**src/rtl/fetch_unit.sv**
```systemverilog
// fetch_unit: program counter and instruction-fetch stage for the single-cycle core.
// The PC addresses the instruction ROM directly. Fetch latency is zero cycles,
// and one instruction retires per cycle while running.
// Optional feature: define FETCH_CYCLE_COUNT_EN to add a 16-bit saturating
// run-cycle counter on port cycle_count.
//
// state | meaning
// ------+----------------------------------------------------------
// IDLE  | after reset, waiting for start; decoder sees NOPs
// RUN   | executing; pc advances, branches or halts every cycle
// DONE  | HALT retired; pc frozen at HALT address until next start

module fetch_unit #(
  parameter int PC_W   = 10,
  parameter int INST_W = 9
) (
  input  logic              clk,
  input  logic              reset,
  input  logic              start,
  input  logic [PC_W-1:0]   start_addr,
  output logic [PC_W-1:0]   imem_addr,
  input  logic [INST_W-1:0] imem_data,
  output logic [INST_W-1:0] instruction,
  input  logic              ctrl_branch,
  input  logic              take_branch,
  input  logic [PC_W-1:0]   br_target,
  input  logic              halt,
  output logic              run,
  output logic              done,
  output logic [PC_W-1:0]   pc
`ifdef FETCH_CYCLE_COUNT_EN
  ,
  output logic [15:0]       cycle_count
`endif
);

  typedef enum logic [1:0] {
    IDLE = 2'd0,
    RUN  = 2'd1,
    DONE = 2'd2
  } state_t;

  state_t          state;
  state_t          state_next;
  logic [PC_W-1:0] pc_next;

  // State and program counter registers; reset returns to IDLE at pc 0.
  always_ff @(posedge clk or posedge reset) begin
    if (reset) begin
      state <= IDLE;
      pc    <= '0;
    end else begin
      state <= state_next;
      pc    <= pc_next;
    end
  end

  // Next state and next PC. A start pulse wins over halt and branch in every state.
  always_comb begin
    state_next = state;
    pc_next    = pc;
    if (start) begin
      state_next = RUN;
      pc_next    = start_addr;
    end else begin
      case (state)
        RUN: begin
          if (halt) begin
            state_next = DONE;
          end else if (ctrl_branch && take_branch) begin
            pc_next = br_target;
          end else begin
            pc_next = pc + PC_W'(1);
          end
        end
        IDLE, DONE: begin
          state_next = state;
        end
        default: begin
          state_next = IDLE;
          pc_next    = '0;
        end
      endcase
    end
  end

  // Outputs decoded from state. Outside RUN the decoder is fed a zero (NOP) word.
  always_comb begin
    run         = 1'b0;
    done        = 1'b0;
    instruction = '0;
    case (state)
      RUN: begin
        run         = 1'b1;
        instruction = imem_data;
      end
      DONE: begin
        done = 1'b1;
      end
      default: begin
        run = 1'b0;
      end
    endcase
  end

  assign imem_addr = pc;

`ifdef FETCH_CYCLE_COUNT_EN
  // Run-cycle counter. It is cleared by start and counts every RUN cycle,
  // including the HALT cycle. It saturates at all-ones.
  always_ff @(posedge clk or posedge reset) begin
    if (reset) begin
      cycle_count <= '0;
    end else if (start) begin
      cycle_count <= '0;
    end else if (state == RUN && cycle_count != 16'hFFFF) begin
      cycle_count <= cycle_count + 16'd1;
    end
  end
`endif

endmodule
```
**config.mk**
```make
export PLATFORM = sky130hd
export DESIGN_NAME = fetch_unit
export DESIGN_NICKNAME = d
export VERILOG_FILES = /design/src/rtl/fetch_unit.sv
export SDC_FILE = /design/constraint.sdc
export NUM_CORES = 1
export LEC_CHECK = 0
export ABC_AREA = 1
export BUFFER_PORTS_ARGS = -buffer_cell sky130_fd_sc_hd__buf_4
export CORE_MARGIN = 2
export CORE_UTILIZATION = 46
export DETAILED_ROUTE_END_ITERATION = 12
export HOLD_SLACK_MARGIN = 0.02
export PLACE_DENSITY = 0.87
export SYNTH_ARGS = -nofsm -noshare
export SYNTH_HDL_FRONTEND = slang
export SYNTH_SLANG_ARGS = --single-unit
```
**constraint.sdc**
```tcl
create_clock -name clk -period 2.1 [get_ports clk]
set_input_delay 0 -clock clk [delete_from_list [all_inputs] [get_ports clk]]
set_output_delay 0 -clock clk [all_outputs]
set_load 0.01 [all_outputs]
```
==> results.md <==
- Outcome: finished, final reports clean
- Routed WL per cell: 11.98 um
- Starting Density: 49.10%
- Initial antenna violation count: 0
- RSZ-0062 raised after global routing: no
- Synth Register Bits: 12
- CP Class: flip-flop to flip-flop
- Global Route Usage Sum: 23.73%
- Final worst-path cycle share: 68.12%
- Clk buf depth: 2
- Layout cells sized above 1: 42.86%
- HPWL after detailed placement: 2319 um
- Synth Area per Inst: 6.663 um2
- # DRC: 0
- Endpoint class of the critical path: flip-flop
- Core area: 2212 um2
- Asr flop ratio synth: 100.0%
- Setup TNS: 0 ns
- Main synth FF type: dfrtp_1
- Post-synthesis sequential area ratio: 27.65%
- CTS buffer count: 3
- DRT Pass-1 Iters: 4
- Congestion Overflow GR: 0
- Full die area: 2766 um2
- Post_cts resized: 0
- Pin count of the biggest net entering global routing: 20
- Number of hold violations in the final report: 0
- Pleak: 0.8710 nW
- Tot Pwr: 0.0009240 W
- # IOs: 66
- Sink Count: 12
- First-pass GRT wire length: 4781 um
- Clk_lat worst skew: 0.27 ns
- Antenna viol nets, final: 0
- Routed Wire Length: 3020 um
- Fmax achieved: 699.0 MHz
- Headroom to the max-slew limit: 68.90%
- Clk slew on worst S/H paths: 0.08 ns
- Max Clock Skew: 0.01138 ns
- Fillers: 184
- Ant. Diodes: 0
- Type of origin of the critical path: flip-flop
- Vias in the first global route: 1087
- Via count: 1278
- Row cnt: 17
- Critical Path RT: 2.30 ns
- Max VDD drop: 0.0003321 V
- Worst min path class: primary input to flip-flop
- Crit path arrival time: 1.63 ns
- Final setup vio count: 0
- Final #Nets: 262
- Power Density: 576.9 nW/um2
- Max-Cap Viols: 0
- Synthesis Warnings: 0
- Post-CTS setup buffer count: 0
- Final Cell Area: 1602 um2
- Worst-Margin Slew: 0.4660 ns
- Count of cell types in the netlist: 25
- Die width: 52.59 um
- CTS tree: done
- Cts hold-fix bufs: 7
- Port bufs: 65
- Cell count after synthesis: 163
- Post-DR vias/cell: 5.071
- Clock root buffer: clkbuf_4
- Post-DP Area: 1509 um2
- EDFF count, synth: 0
- Die height: 52.59 um
- Syn-to-layout area delta: 47.47%
- Crit-path max FO: 14
- Syn_nets: 199
- Cell Area, Synth: 1086 um2
- Detailed Route Iter0 Violations: 21
- WHS Path Cells: 3
- Worst reg-to-reg path cell count: 6
- Min cycle time layout: 1.431 ns
- Slew Viols, Final: 0
- H-tree levels: 1
- GP Congestion: 0.7657
## sequential cells by signal (all words and copies together) (netlist names)
signal	count
imem_addr	10
state	2
## layout by cell type, fill, tap and decap left out
cell type      Yosys  routed
a21oi_1            4       4
nand3_2            1       1
o21ai_0            7       7
o211ai_1           2       2
dfrtp_1           12      12
inv_2              4       4
nor2_2             3       3
buf_4             11      66
dlygate4sd3_1      0       7
o22ai_2            1       1
a22oi_2            2       2
nor3_1             1       1
nand2_2            2       2
o21ai_1            1       1
xor2_1             1       1
clkbuf_4           0       3
nand2_1           22      22
nor2_1            37      37
a21oi_2           14      14
nand3_1            8       8
ha_1               1       1
inv_1             22      22
nand4_1            2       2
clkinv_1           1       1
## critical path, cell delays in order, from the launching register on
cell	delay, ns
dfrtp_1	0.36
inv_1	0.07
nand2_2	0.16
o22ai_2	0.33
buf_4	0.26
a21oi_2	0.06
a21oi_2	0.14
## where the power goes
part	leakage [nW]	total [W]	internal, W	switching [W]
clock	0.0138	0.000141	0.0000661	0.0000746
combinational	0.714	0.000451	0.000227	0.000224
sequential	0.143	0.000332	0.000267	0.0000653
## path summary, 6_finish.rpt
kind / startpoint / end / slack [ns]
worst max register to register: state[1] / imem_addr[5] / 0.67
worst min-delay path: start_addr[6] / imem_addr[6] / 0.03
worst max-delay path: state[1] / imem_addr[5] / 0.67
max in group asynchronous: reset / state[0] / 1.48
min in group asynchronous: reset / imem_addr[5] / 0.29
worst min register to register: imem_addr[9] / imem_addr[9] / 0.62
## metrics by stage
stage | setup WS [ns] | util, % | std cells | hold slack (ns)
final | 0.6695 | 72.40 | 252 | 0.02917
after global routing | 0.5184 | 72.40 | 252 | 0.03472
after floorplan | 0.7910 | - | 163 | -0.1353
after CTS | 0.6499 | 72.40 | 252 | 0.02796
after detailed placement | 0.6616 | 68.21 | 242 | 0.05058
after global placement | 0.7322 | 68.21 | 242 | 0.03673
## synthesized netlist by cell type (all sizes together) (2+ instances only)
master | count | share of area (%)
buf | 14 | 9.6
nand3 | 9 | 4.6
nor2 | 40 | 15
o21ai | 8 | 3.7
inv | 26 | 9.0
a22oi | 2 | 2.3
dfrtp | 12 | 28
a21oi | 18 | 13
nand2 | 24 | 8.8
o211ai | 2 | 1.4
nand4 | 2 | 1.2
## cell type report
cell class | instances | area [um2] | area share, %
clock buffer | 3 | 22.52 | 1.406
inverter | 27 | 101.3 | 6.328
multi-input combinational | 109 | 576.8 | 36.02
sequential | 12 | 300.3 | 18.75
tap | 28 | 35.03 | 2.187
timing repair buffer | 73 | 565.5 | 35.31
## metal layers
layer	up-vias	global-route usage [%]	wire length, um
met5	-	0	0
met1	582	30.37	1223
li1	629	-	-
met4	0	9.402	31
met3	2	0.8571	234
met2	65	41.67	1531
## cell families after synthesis
group,share of synthesized area (%)
AOI/OAI and AO/OA,21.66
and+or+nand+nor,29.49
xor gates and xnor gates,0.8066
DFF,27.65
adders and majority gates,1.152
buffers and inverters,19.24
Power figures use the tool's default switching activity.
